==> config.mk <==
export PLATFORM = sky130hd
export DESIGN_NAME = axi4_stream_packet_fifo
export DESIGN_NICKNAME = d
export VERILOG_FILES = /design/src/rtl/axi4_stream_packet_fifo.sv
export SDC_FILE = /design/constraint.sdc
export NUM_CORES = 1
export LEC_CHECK = 0
export BUFFER_PORTS_ARGS = -buffer_cell sky130_fd_sc_hd__buf_4
export CORE_UTILIZATION = 60
export CTS_BUF_LIST = sky130_fd_sc_hd__clkbuf_8
export CTS_CLUSTER_SIZE = 12
export DETAILED_ROUTE_END_ITERATION = 10
export PLACE_DENSITY_LB_ADDON = 0.25
export SLEW_MARGIN = 20
export SYNTH_ARGS = -nofsm -noshare
export SYNTH_HDL_FRONTEND = slang
export SYNTH_SLANG_ARGS = --single-unit
==> constraint.sdc <==
create_clock -name ACLK -period 8.4 [get_ports ACLK]
set_input_delay 0.42 -clock ACLK [delete_from_list [all_inputs] [get_ports ACLK]]
set_output_delay 0.42 -clock ACLK [all_outputs]
set_load 0.05 [all_outputs]
==> src/rtl/axi4_stream_packet_fifo.sv <==
`default_nettype none
// +----------------------------------------------------------------------------+
// | axi4_stream_packet_fifo                                                    |
// | AXI4-Stream FIFO, first-word fall-through, optional store-and-forward.     |
// | Revision: 1.0                                                              |
// +----------------------------------------------------------------------------+
module axi4_stream_packet_fifo #(
  parameter int N           = 1,
  parameter int I           = 1,
  parameter int D           = 1,
  parameter int U           = 1,
  parameter int DEPTH       = 16,
  parameter int PACKET_MODE = 0
) (
  input  logic                     ACLK,
  input  logic                     ARESETn,
  input  logic                     S_TVALID,
  output logic                     S_TREADY,
  input  logic [8*N-1:0]           S_TDATA,
  input  logic [N-1:0]             S_TSTRB,
  input  logic [N-1:0]             S_TKEEP,
  input  logic [I-1:0]             S_TID,
  input  logic [D-1:0]             S_TDEST,
  input  logic [U-1:0]             S_TUSER,
  input  logic                     S_TLAST,
  output logic                     M_TVALID,
  input  logic                     M_TREADY,
  output logic [8*N-1:0]           M_TDATA,
  output logic [N-1:0]             M_TSTRB,
  output logic [N-1:0]             M_TKEEP,
  output logic [I-1:0]             M_TID,
  output logic [D-1:0]             M_TDEST,
  output logic [U-1:0]             M_TUSER,
  output logic                     M_TLAST,
  output logic [$clog2(DEPTH):0]   LEVEL,
  output logic [$clog2(DEPTH):0]   PKT_COUNT
);

  localparam int             c_aw  = $clog2(DEPTH);
  localparam int             c_ew  = 8*N + 2*N + I + D + U + 1;
  localparam logic [c_aw:0]  c_one = 1;

  logic [c_ew-1:0] r_mem [DEPTH];
  logic [c_aw:0]   r_wr_ptr;
  logic [c_aw:0]   r_rd_ptr;
  logic [c_aw:0]   r_pkt_count;
  logic            r_cut_through;
  logic            r_ready_en;

  logic            w_full;
  logic            w_empty;
  logic            w_push;
  logic            w_pop;
  logic            w_allow;
  logic            w_head_last;
  logic [c_ew-1:0] w_wr_entry;
  logic [c_ew-1:0] w_head;

  // Extra pointer MSB distinguishes full from empty when the index bits match.
  assign w_full  = (r_wr_ptr[c_aw] != r_rd_ptr[c_aw]) &&
                   (r_wr_ptr[c_aw-1:0] == r_rd_ptr[c_aw-1:0]);
  assign w_empty = (r_wr_ptr == r_rd_ptr);

  assign S_TREADY = r_ready_en && !w_full;
  assign w_push   = S_TVALID && S_TREADY;
  assign w_pop    = M_TVALID && M_TREADY;

  assign w_wr_entry = {S_TLAST, S_TUSER, S_TDEST, S_TID, S_TKEEP, S_TSTRB, S_TDATA};
  assign w_head     = w_empty ? '0 : r_mem[r_rd_ptr[c_aw-1:0]];
  assign {M_TLAST, M_TUSER, M_TDEST, M_TID, M_TKEEP, M_TSTRB, M_TDATA} = w_head;
  assign w_head_last = w_head[c_ew-1];

  // Store-and-forward holds the head back until a whole packet is buffered,
  // unless an oversized packet has forced cut-through.
  assign w_allow  = (PACKET_MODE == 0) || (r_pkt_count != '0) || r_cut_through;
  assign M_TVALID = !w_empty && w_allow;

  assign LEVEL     = r_wr_ptr - r_rd_ptr;
  assign PKT_COUNT = r_pkt_count;

  always_ff @(posedge ACLK) begin
    if (w_push) begin
      r_mem[r_wr_ptr[c_aw-1:0]] <= w_wr_entry;
    end
  end

  always_ff @(posedge ACLK or negedge ARESETn) begin
    if (!ARESETn) begin
      r_wr_ptr      <= '0;
      r_rd_ptr      <= '0;
      r_pkt_count   <= '0;
      r_cut_through <= 1'b0;
      r_ready_en    <= 1'b0;
    end else begin
      r_ready_en <= 1'b1;
      if (w_push) begin
        r_wr_ptr <= r_wr_ptr + c_one;
      end
      if (w_pop) begin
        r_rd_ptr <= r_rd_ptr + c_one;
      end
      case ({w_push && S_TLAST, w_pop && w_head_last})
        2'b10:   r_pkt_count <= r_pkt_count + c_one;
        2'b01:   r_pkt_count <= r_pkt_count - c_one;
        default: r_pkt_count <= r_pkt_count;
      endcase
      if (w_pop && w_head_last) begin
        r_cut_through <= 1'b0;
      end else if (w_full && (r_pkt_count == '0)) begin
        r_cut_through <= 1'b1;
      end
    end
  end

endmodule
`default_nettype wire

==> results of run 1 <==
metal layers:
metal | track usage | up-vias
li1 | - | 2094
met1 | 0.326 | 2436
met2 | 0.390 | 211
met3 | 0.0475 | 38
met4 | 0.107 | 0
met5 | 0 | -
placed cells by master, fill, tap and decap left out, types with 2 or more instances in the layout:
cell / n
nand2_1: 13
mux2i_1: 14
nor2_1: 2
clkinv_1: 12
buf_4: 49
nor3_1: 2
nand3_1: 3
fa_1: 2
and3_1: 7
mux2_2: 16
and2_1: 7
inv_1: 21
dfrtp_1: 15
edfxtp_1: 224
clkbuf_8: 39
a21oi_1: 17
nor3_2: 3
xnor2_1: 14
o21ai_0: 11
and4_1: 2
a21o_1: 3
ha_1: 13
mux4_2: 56
o21ai_1: 7
nand4_1: 2
what timing repair did:
| action | CTS | global route |
|---|---|---|
| hold endpoints to repair | 16 | 0 |
| resized for setup | 0 | 0 |
| buffers inserted | 0 | 0 |
| hold buffers | 1 | 0 |
layout make-up:
cell class | count | area, sq um
inverters | 11 | 41.3
multi-input cells | 207 | 2430
clock inverters | 24 | 91.3
repair buffers | 50 | 378
well taps | 216 | 270
clock buffers | 39 | 537
flip-flops and latches | 240 | 7130
fillers | 1075 | 5010
worst paths after layout:
check                             from  slack (ns)           end  cells past startpoint
max in group asynchronous      ARESETn        7.88   r_rd_ptr[0]                      2
min in group asynchronous      ARESETn        0.31   r_rd_ptr[4]                      2
setup reg to reg           r_rd_ptr[2]        4.25  PKT_COUNT[4]                     11
hold / removal              S_TDATA[1]        0.22   r_mem[0][1]                      1
setup / recovery           r_rd_ptr[2]        4.25  PKT_COUNT[4]                     11
hold reg to reg            r_wr_ptr[4]        0.50   r_wr_ptr[4]                      1
power by group:
part | internal [mW] | switching, mW
registers | 1.41 | 0.0821
logic | 0.686 | 1.12
clock network | 0.425 | 0.407
cell families (layout without fill, tap and decap cells):
family                   count (synthesis)  in the layout  share of synthesized area
AO/OA/AOI/OAI                           43             43                     0.0244
XOR/XNOR                                15             15                     0.0135
adder cells (fa/ha/maj)                 15             15                     0.0208
buffers and inverters                   35            124                     0.0194
flip-flops                             240            240                      0.732
multiplexers                            86             86                      0.163
other                                    1              1                   0.000385
AND/OR/NAND/NOR                         47             47                     0.0266
stage by stage:
stage / util / power, mW / hold WS (ns)
final: 0.685 / 4.13 / 0.216
after global routing: 0.685 / 4.32 / 0.192
after CTS: 0.685 / 4.16 / 0.182
after detailed placement: 0.645 / 3.32 / 0.294
after global placement: 0.645 / 3.28 / 0.291
after floorplan: - / 2.85 / 0.124
state kept, by name, indices dropped and copies added, names as in the netlist:
signal,cells
r_rd_ptr,5
r_ready_en,1
r_wr_ptr,5
PKT_COUNT,5
r_mem,224
worst max-delay path, delay by kind of cell, from the launching register on:
family                   cells  cell delay, ns
AO/OA/AOI/OAI                3            0.77
adder cells (fa/ha/maj)      3            1.39
AND/OR/NAND/NOR              4            0.96
flip-flops                   1            0.35
buffers and inverters        1            0.56
==> results.md, run 1 <==
- Status: finished clean
- Initial antenna violation count: 0
- Final setup viols: 0
- Netlist Area Pre-Place: 9730 sq um
- PD cells: 379 nW/um^2
- Inst Count DP: 723
- Gr usage total: 0.242
- GRT overflow: 0
- Final period utilization: 0.494
- Crit. End Element: register
- Starting Density: 0.613
- Synth cell types: 42
- Syn_area_per_cell: 20.2 sq um
- Layout area overhead: 11.8%
- Yosys reg bits: 240
- Crit path DAT: 4.53 ns
- Largest net degree at the start of global routing: 52
- LEAKAGE: 3.73 nW
- Clock Latency Late Sink: 0.51 ns
- H-tree lvl count: 2
- Tmin final: 4.15 ns
- Final ANT Viol Nets: 0
- Setup WS pre-CTS: 4.33 ns
- EDFF count, synth: 224
- Post-route setup TNS: 0 ns
- Max Slew Vio Count: 0
- Worst-path fanout max: 18
- Synth top area cells: edfxtp_1 69%, mux4_2 13%, dfrtp_1 4.1%
- Post-Route WL: 18,700 um
- Fraction of layout cells with a size suffix above 1: 0.291
- CP Class: register to register
- Clock Skew: 0.0151 ns
- First-pass GRT wire length: 28,500 um
- Die height: 129 um
- RSZ-0062 raised after global routing: no
- Placeable Area: 15,900 sq um
- Count leader, synth: edfxtp_1
- Routed vias: 4,779
- Met1 WL: 7700 um
- IO Port Bufs: 43
- Met3 Wirelength: 1270 um
- Final hold violation count: 0
- Die footprint: 16,700 sq um
- WL/cell: 23.7 um
- Placer Congestion: 0.839
- Relative slew slack: 0.295
- Peak supply drop: 0.000733 V
- Synth top cells by count: 224 x edfxtp_1, 56 x mux4_2, 17 x a21oi_1
- Fmax achieved: 241 MHz
- Via density: 6.07
- Top cell type's share of synthesized area: 0.691
- Vias in the first global route: 4,928
- WP data required: 8.78 ns
- Mapped Nets: 515
- Area leader, netlist: edfxtp_1
- Sequential area share after synthesis: 0.732
- Critical path's largest stage delay: 0.64 ns
- Nets: 580
- Worst Setup Slack, final: 4.25 ns
- 1st-pass router iterations: 5
- Post-DP Area: 10,200 sq um
- CTS tree: yes
- CTS root buf: clkbuf_8
- DR DRC count: 0
- Reg clk slew, reported paths: 0.06 ns
- Top routing layer in use: met4
- Share of async-settable or async-resettable flops after synthesis: 0.0667
- Syn Inst Count: 482
- Hold/Removal Path Class: primary input to register
- Ys flop type: edfxtp_1
- Slowest stage cell, crit path: ha_1
- Hpwl dp: 11,200 um
- Total CTS buffers: 37
- Synthesis Warnings: 0
- # rows: 46
- Final instance area: 10,900 sq um
- Slew @ Worst Pin: 1.06 ns
- # clock sinks: 240
- ANT cells: 0
- Max Root-Sink Buffers: 3
- Finished Layout Cells: 787
- DRT iter0 DRCs: 404
- Max_cap viols: 0
- Detail Route met2 WL: 9230 um
- CP cell instances: clkinv_1 > ha_1 > and4_1 > nand2_1 > nand2_1 > nor2_1 > ha_1 > fa_1 > a21oi_1 > o21ai_0 > o311ai_0
- Die width: 129 um
- Startpoint type of the worst setup path: register
- Ports: 44
Note: power is estimated with default switching activity, not from simulation.
==> run 2, diff against run 1 <==
--- a/config.mk
+++ b/config.mk
@@ -6,7 +6,7 @@
 export NUM_CORES = 1
 export LEC_CHECK = 0
 export BUFFER_PORTS_ARGS = -buffer_cell sky130_fd_sc_hd__buf_4
-export CORE_UTILIZATION = 60
+export CORE_UTILIZATION = 57
 export CTS_BUF_LIST = sky130_fd_sc_hd__clkbuf_8
 export CTS_CLUSTER_SIZE = 12
 export DETAILED_ROUTE_END_ITERATION = 10
==> constraint.sdc (replaced) <==
create_clock -name ACLK -period 3.7 [get_ports ACLK]
set_input_delay 0.185 -clock ACLK [delete_from_list [all_inputs] [get_ports ACLK]]
set_output_delay 0.185 -clock ACLK [all_outputs]
set_load 0.05 [all_outputs]
==> run 2 against run 1 <==
Sequential power rose by 130%. Critical path type unchanged. Register-to-register slack worse by 3.9 ns. Design area up 2.9%. Total power up 130%. Sequential cell count is the same. Clock power grew 150%. Utilization shrank 1.3 points. Worst hold slack worse by 0.15 ns. Critical path depth decreased by 1. Maximum frequency is 24% higher. Clock-buffer cell count is 3 higher. First-iteration DRC count decreased by 0.25%.
==> results.md, run 2 (synthesis results as in run 1) <==
- Hold WS: 0.0655 ns (-0.151 ns)
- Post-Route WL: 19,800 um (+5.7%)
- Largest register FFs: 224 (unchanged)
- Reg clk slew, reported paths: 0.06 ns (about the same)
- CP Launch Point: r_rd_ptr[2]
- Clock Skew: 0.0133 ns (-0.00181 ns)
- Tmin final: 3.35 ns (-0.807 ns)
- Peak supply drop: 0.00137 V (+87%)
- Clock power frac: 0.213 (+0.011)
- Sequential power share: 0.350 (-0.010)
- Sw power: 3.75 mW (+130%)
- WL/cell: 24.1 um (+1.5%)
- Fmax achieved: 299 MHz (+24%)
- Clock Latency Late Sink: 0.52 ns (about the same)
- Reg2reg setup slack: 0.35 ns (-3.89 ns)
- Status: finished clean
- # rows: 47 (+2.2%)
- Slew @ Worst Pin: 0.964 ns (-0.0932 ns)
- Final setup viols: 0 (unchanged)
- Max Root-Sink Buffers: 3 (unchanged)
- Critical path's largest stage delay: 0.49 ns (-0.15 ns)
- DR DRC count: 0 (unchanged)
- Worst path depth: 10 (-1)
- Total CTS buffers: 38 (+2.7%)
- Combinational share of power: 0.437 (about the same)
- Die height: 133 um (+2.6%)
- Die width: 133 um (+2.6%)
- Max_cap viols: 0 (unchanged)
- WP data required: 4.08 ns (-4.70 ns)
- Commonest non-fill, non-tap cell in the layout: edfxtp_1
- Routed vias: 4,909 (+2.7%)
- DRT iter0 DRCs: 403 (-0.25%)
- Startpoint type of the worst setup path: register
- CP Buf/Inv Count: 1 (unchanged)
- RR Startpoint: r_rd_ptr[2]
- PD cells: 864 nW/um^2 (+130%)
- Hold/Removal Path Class: primary input to asynchronous set/reset pin
- IO Port Bufs: 43 (unchanged)
- Final ANT Viol Nets: 0 (unchanged)
- Gr usage total: 0.239 (-0.00305)
- CP endpoint: PKT_COUNT[4]
- ANT cells: 0 (unchanged)
- CTS root buf: clkbuf_8
- Nets: 605 (+4.3%)
- Starting Density: 0.585 (-0.0279)
- RSZ-0062 raised after global routing: no
- Final hold violation count: 0 (unchanged)
- Initial antenna violation count: 0 (unchanged)
- Depth of the most critical reg-to-reg path: 10 (-1)
- Setup WS pre-CTS: 0.513 ns (-3.81 ns)
- CP Class: register to register
- Slowest stage cell, crit path: dfrtp_1
- Sw frac: 0.388 (-0.00190)
- Leading cell types in the layout, fill and taps excluded: 224 x edfxtp_1, 57 x buf_4, 56 x mux4_2
- Layout area overhead: 15.0%
- Post-route setup TNS: 0 ns (unchanged)
- CTS tree: yes
- Worst Setup Slack, final: 0.354 ns (-3.89 ns)
- Placeable Area: 16,600 sq um (+4.8%)
- Via density: 5.99 (-1.4%)
- 1st-pass router iterations: 5 (unchanged)
- Crit. End Element: register
- Max Slew Vio Count: 0 (unchanged)
- Largest net degree at the start of global routing: 35 (-33%)
- Die footprint: 17,600 sq um (+5.2%)
- Placer Congestion: 0.785 (-6.5%)
- Hpwl dp: 11,800 um (+5.0%)
- Cell Int Power: 5.91 mW (+140%)
- Total power: 9.67 mW (+130%)
- Crit path DAT: 3.73 ns (-0.80 ns)
- Delay-heaviest family, CP: compound AO/OA/AOI/OAI gates
- GRT overflow: 0 (unchanged)
- Fraction of layout cells with a size suffix above 1: 0.298 (+0.00762)
- LEAKAGE: 3.89 nW (+4.3%)
- Vias in the first global route: 5,227 (+6.1%)
- R2R Path End: PKT_COUNT[4]
- H-tree lvl count: 2 (unchanged)
- First-pass GRT wire length: 30,300 um (+6.4%)
- Crit-path most repeated cell: ha_1
- Worst-path fanout max: 9 (-9)
- Final period utilization: 0.904 (+0.410)
- CP cell instances: clkinv_1 > ha_1 > nand4_1 > o211a_1 > nand2_1 > ha_1 > ha_1 > a21oi_1 > o21ai_0 > o311ai_0
- Relative slew slack: 0.357 (+0.0622)
- Ports: 44 (unchanged)
- # clock sinks: 240 (unchanged)
==> run 2: cell types whose count changed in the layout (fill, tap and decap cells not counted) <==
cell | before | now
dlygate4sd3_1 | 1 | 16
inv_1 | 21 | 24
bufinv_16 | 0 | 1
buf_4 | 49 | 57
clkinv_1 | 12 | 10
buf_12 | 0 | 1
clkbuf_8 | 39 | 42
==> run 2: per-stage QoR <==
step / util / cell area [sq um] / cells
after floorplan: - / 9730 / 482
after global placement: 0.620 / 10300 / 736
after detailed placement: 0.620 / 10300 / 736
after CTS: 0.672 / 11200 / 820
after global routing: 0.672 / 11200 / 820
final: 0.672 / 11200 / 820
==> run 2: metal layers <==
metal	part of all wire	routed length (um)	GRT usage
met4	0.021	422	0.0856
met3	0.063	1240	0.0479
met1	0.43	8520	0.334
met2	0.48	9580	0.381
met5	0	0	0
==> run 2: worst register-to-register path, delay by kind of cell, from the launching register on <==
kind / cells / cell delay, ns
DFF: 1 / 0.49
buffers and inverters: 1 / 0.17
AOI/OAI and AO/OA: 4 / 1.22
adders and majority gates: 3 / 1.07
and+or+nand+nor: 2 / 0.28
==> run 2: repair_timing <==
action,in CTS,in global routing
endpoints found under the hold margin,239,0
gates resized for setup,0,0
hold buffers,16,0
setup buffers,0,0
==> run 2: layout make-up <==
class,count,area [sq um]
timing repair buffer,74,608
multi-input combinational,207,2430
clock inverter,26,125
sequential,240,7130
fill,1070,5450
tap,220,275
inverter,11,41.3
clock buffer,42,578
==> run 2: worst min-delay path by stage <==
| stage | to | slack [ns] |
|---|---|---|
| after floorplan | PKT_COUNT[0] | -0.11 |
| after global placement | r_wr_ptr[0] | 0.06 |
| after detailed placement | PKT_COUNT[4] | 0.07 |
| after CTS | PKT_COUNT[4] | 0.05 |
| after global routing | PKT_COUNT[4] | 0.07 |
| final | r_ready_en | 0.07 |
==> run 2: power groups by stage <==
stage | registers (mW) | clock network, mW | logic (mW)
finish | 3.39 | 2.06 | 4.23
global route | 3.41 | 2.21 | 4.47
CTS | 3.39 | 2.09 | 4.24
detailed placement | 3.44 | 0 | 4.21
global placement | 3.43 | 0 | 4.16
floorplan | 3.41 | 0 | 3.06
==> run 3, diff against run 2 <==
--- a/config.mk
+++ b/config.mk
@@ -6,6 +6,7 @@
 export NUM_CORES = 1
 export LEC_CHECK = 0
 export BUFFER_PORTS_ARGS = -buffer_cell sky130_fd_sc_hd__buf_4
+export CORE_MARGIN = 4
 export CORE_UTILIZATION = 57
 export CTS_BUF_LIST = sky130_fd_sc_hd__clkbuf_8
 export CTS_CLUSTER_SIZE = 12
==> run 3 against run 2 <==
Sequential power barely moved. Clock skew up 0.0015 ns. Combinational power is essentially flat. Worst hold slack better by 0.0027 ns. Cell count grew 0.12%. Largest power group unchanged. Maximum frequency grew 3.8%. First-iteration DRC count grew 23%. Sequential cell count unchanged. Worst setup slack better by 0.12 ns. Utilization grew 0.15 points. Non-clock buffer count up 2. Total power rose by 0.56%.
==> results.md, run 3 (synthesis results as in run 1) <==
- Largest net degree at the start of global routing: 27 (-23%)
- Via density: 5.97 (-0.26%)
- Delay-heaviest family, CP: compound AO/OA/AOI/OAI gates
- 1st-pass router iterations: 5 (unchanged)
- Clock Latency Late Sink: 0.52 ns (about the same)
- Cell Int Power: 5.99 mW (+1.2%)
- Total power: 9.72 mW (+0.56%)
- CP Class: register to register
- LEAKAGE: 3.89 nW (about the same)
- Routed vias: 4,902 (-0.14%)
- Tmin final: 3.22 ns (-0.123 ns)
- Clock Skew: 0.0148 ns (+0.00149 ns)
- Depth of the most critical reg-to-reg path: 9 (-1)
- Post-cts sizing count: 0 (unchanged)
- Crit-path most repeated cell: ha_1
- Post-route setup TNS: 0 ns (unchanged)
- Largest register FFs: 224 (unchanged)
- CTS tree: yes
- Status: finished clean
- WP data required: 4.08 ns (about the same)
- Final instance area: 11,200 sq um (+0.22%)
- PD cells: 867 nW/um^2 (+0.33%)
- CP Buf/Inv Count: 0 (-1)
- DR DRC count: 0 (unchanged)
- RR Startpoint: r_rd_ptr[0]
- Gr usage total: 0.214 (-0.0250)
- Die height: 139 um (+4.5%)
- Final hold violation count: 0 (unchanged)
- Fillers: 1,130 (+5.6%)
- Initial antenna violation count: 0 (unchanged)
- Vias in the first global route: 5,255 (+0.54%)
- Critical path's largest stage delay: 0.61 ns (+0.12 ns)
- DRT iter0 DRCs: 497 (+23%)
- Sequential power share: 0.347 (-0.003)
- Combinational share of power: 0.432 (-0.005)
- Layout area overhead: 15.2%
- Area of the multi-input gates: 2430 sq um (unchanged)
- # clock sinks: 240 (unchanged)
- Hpwl dp: 12,100 um (+2.1%)
- Placer Congestion: 0.831 (+5.9%)
- Final period utilization: 0.871 (-0.0333)
- Startpoint type of the worst setup path: register
- Hold/Removal Path Class: primary input to asynchronous set/reset pin
- IO Port Bufs: 43 (unchanged)
- Post-Route WL: 19,900 um (+0.88%)
- First-pass GRT wire length: 31,000 um (+2.1%)
- Crit path DAT: 3.61 ns (-0.12 ns)
- Slew @ Worst Pin: 1.02 ns (+0.0602 ns)
- Clock power frac: 0.221 (+0.008)
- Final ANT Viol Nets: 0 (unchanged)
- Die width: 139 um (+4.5%)
- Peak supply drop: 0.00122 V (-11%)
- Leading cell types in the layout, fill and taps excluded: 224 x edfxtp_1, 60 x buf_4, 56 x mux4_2
- Post-DP Area: 10,300 sq um (about the same)
- Fmax achieved: 310 MHz (+3.8%)
- Ports: 44 (unchanged)
- Relative slew slack: 0.317 (-0.0407)
- Crit. End Element: register
- Number of setup buffers added after CTS: 0 (unchanged)
- Nets: 608 (+0.50%)
- Placeable Area: 16,600 sq um (unchanged)
- GRT overflow: 0 (unchanged)
- Slowest stage cell, crit path: dfrtp_4
- Max_cap viols: 0 (unchanged)
- Worst-path fanout max: 15 (+6)
- Final setup viols: 0 (unchanged)
- CP cell instances: ha_1 > nand4_1 > o211a_1 > nand2_1 > ha_1 > fa_1 > a21oi_1 > o21ai_0 > o311ai_0
- Total CTS buffers: 39 (+2.6%)
- Reg2reg setup slack: 0.48 ns (+0.12 ns)
- Hold WS: 0.0681 ns (+0.00266 ns)
- Die footprint: 19,200 sq um (+9.3%)
- Max Slew Vio Count: 0 (unchanged)
- Commonest non-fill, non-tap cell in the layout: edfxtp_1
- CTS root buf: clkbuf_8
- Fraction of layout cells with a size suffix above 1: 0.301 (+0.00283)
- # rows: 47 (unchanged)
- Starting Density: 0.585 (unchanged)
- Sw power: 3.74 mW (-0.45%)
- RSZ-0062 raised after global routing: no
- Reg clk slew, reported paths: 0.06 ns (about the same)
- Sw frac: 0.384 (-0.00389)
- Max Root-Sink Buffers: 3 (unchanged)
- R2R Path End: PKT_COUNT[4]
- WL/cell: 24.3 um (+0.76%)
- ANT cells: 0 (unchanged)
- H-tree lvl count: 2 (unchanged)
- Seq. cell area: 7130 sq um (unchanged)
run 3: worst max-delay path by stage:
stage                start  depth (start not counted)            to  slack, ns
6_report       r_rd_ptr[0]                          9  PKT_COUNT[4]       0.48
5_1_grt        r_rd_ptr[0]                          6    M_TDATA[3]       0.28
4_1_cts        r_rd_ptr[0]                          6    M_TDATA[3]       0.40
3_5_place_dp   r_rd_ptr[0]                          9  PKT_COUNT[4]       0.54
3_3_place_gp   r_rd_ptr[0]                          9  PKT_COUNT[4]       0.72
2_1_floorplan  r_rd_ptr[2]                         10    M_TDATA[3]       0.10
run 3: power by group through the flow:
stage	clock (mW)	combinational [mW]	sequential (mW)
after floorplan	0	3.06	3.41
after global placement	0	4.17	3.41
after detailed placement	0	4.21	3.43
after CTS	2.19	4.25	3.37
after global routing	2.33	4.46	3.40
final	2.15	4.20	3.37
run 3: per-stage QoR:
stage	util	cells	setup slack [ns]
floorplan	-	482	0.101
global placement	0.621	738	0.717
detailed placement	0.621	738	0.541
CTS	0.674	821	0.397
global route	0.674	821	0.276
finish	0.674	821	0.477
run 3: cell type report:
cell class / count / area share
well taps: 220 / 0.0245
inverters: 11 / 0.00368
multi-input cells: 207 / 0.217
flip-flops and latches: 240 / 0.636
clock inverters: 28 / 0.0168
clock buffers: 39 / 0.0479
repair buffers: 76 / 0.0544
run 3: timing repair:
action	in CTS	in global routing
setup endpoints to repair	0	0
hold buffers	16	0
endpoints found under the hold margin	244	0
run 3: routing by layer:
layer,global-route usage,routed length (um),share of wire,up-vias
li1,-,-,-,2145
met1,0.310,8650,0.43,2541
met2,0.338,9660,0.48,182
met3,0.0452,1220,0.061,34
met4,0.0613,391,0.020,0
met5,0,0,0,-
run 3: worst reg2reg max path, delay by kind of cell, from the launching register on:
family / cells / cell delay (ns)
compound gates: 4 / 1.12
flops: 1 / 0.61
simple gates: 2 / 0.24
fa+ha+maj: 3 / 1.12
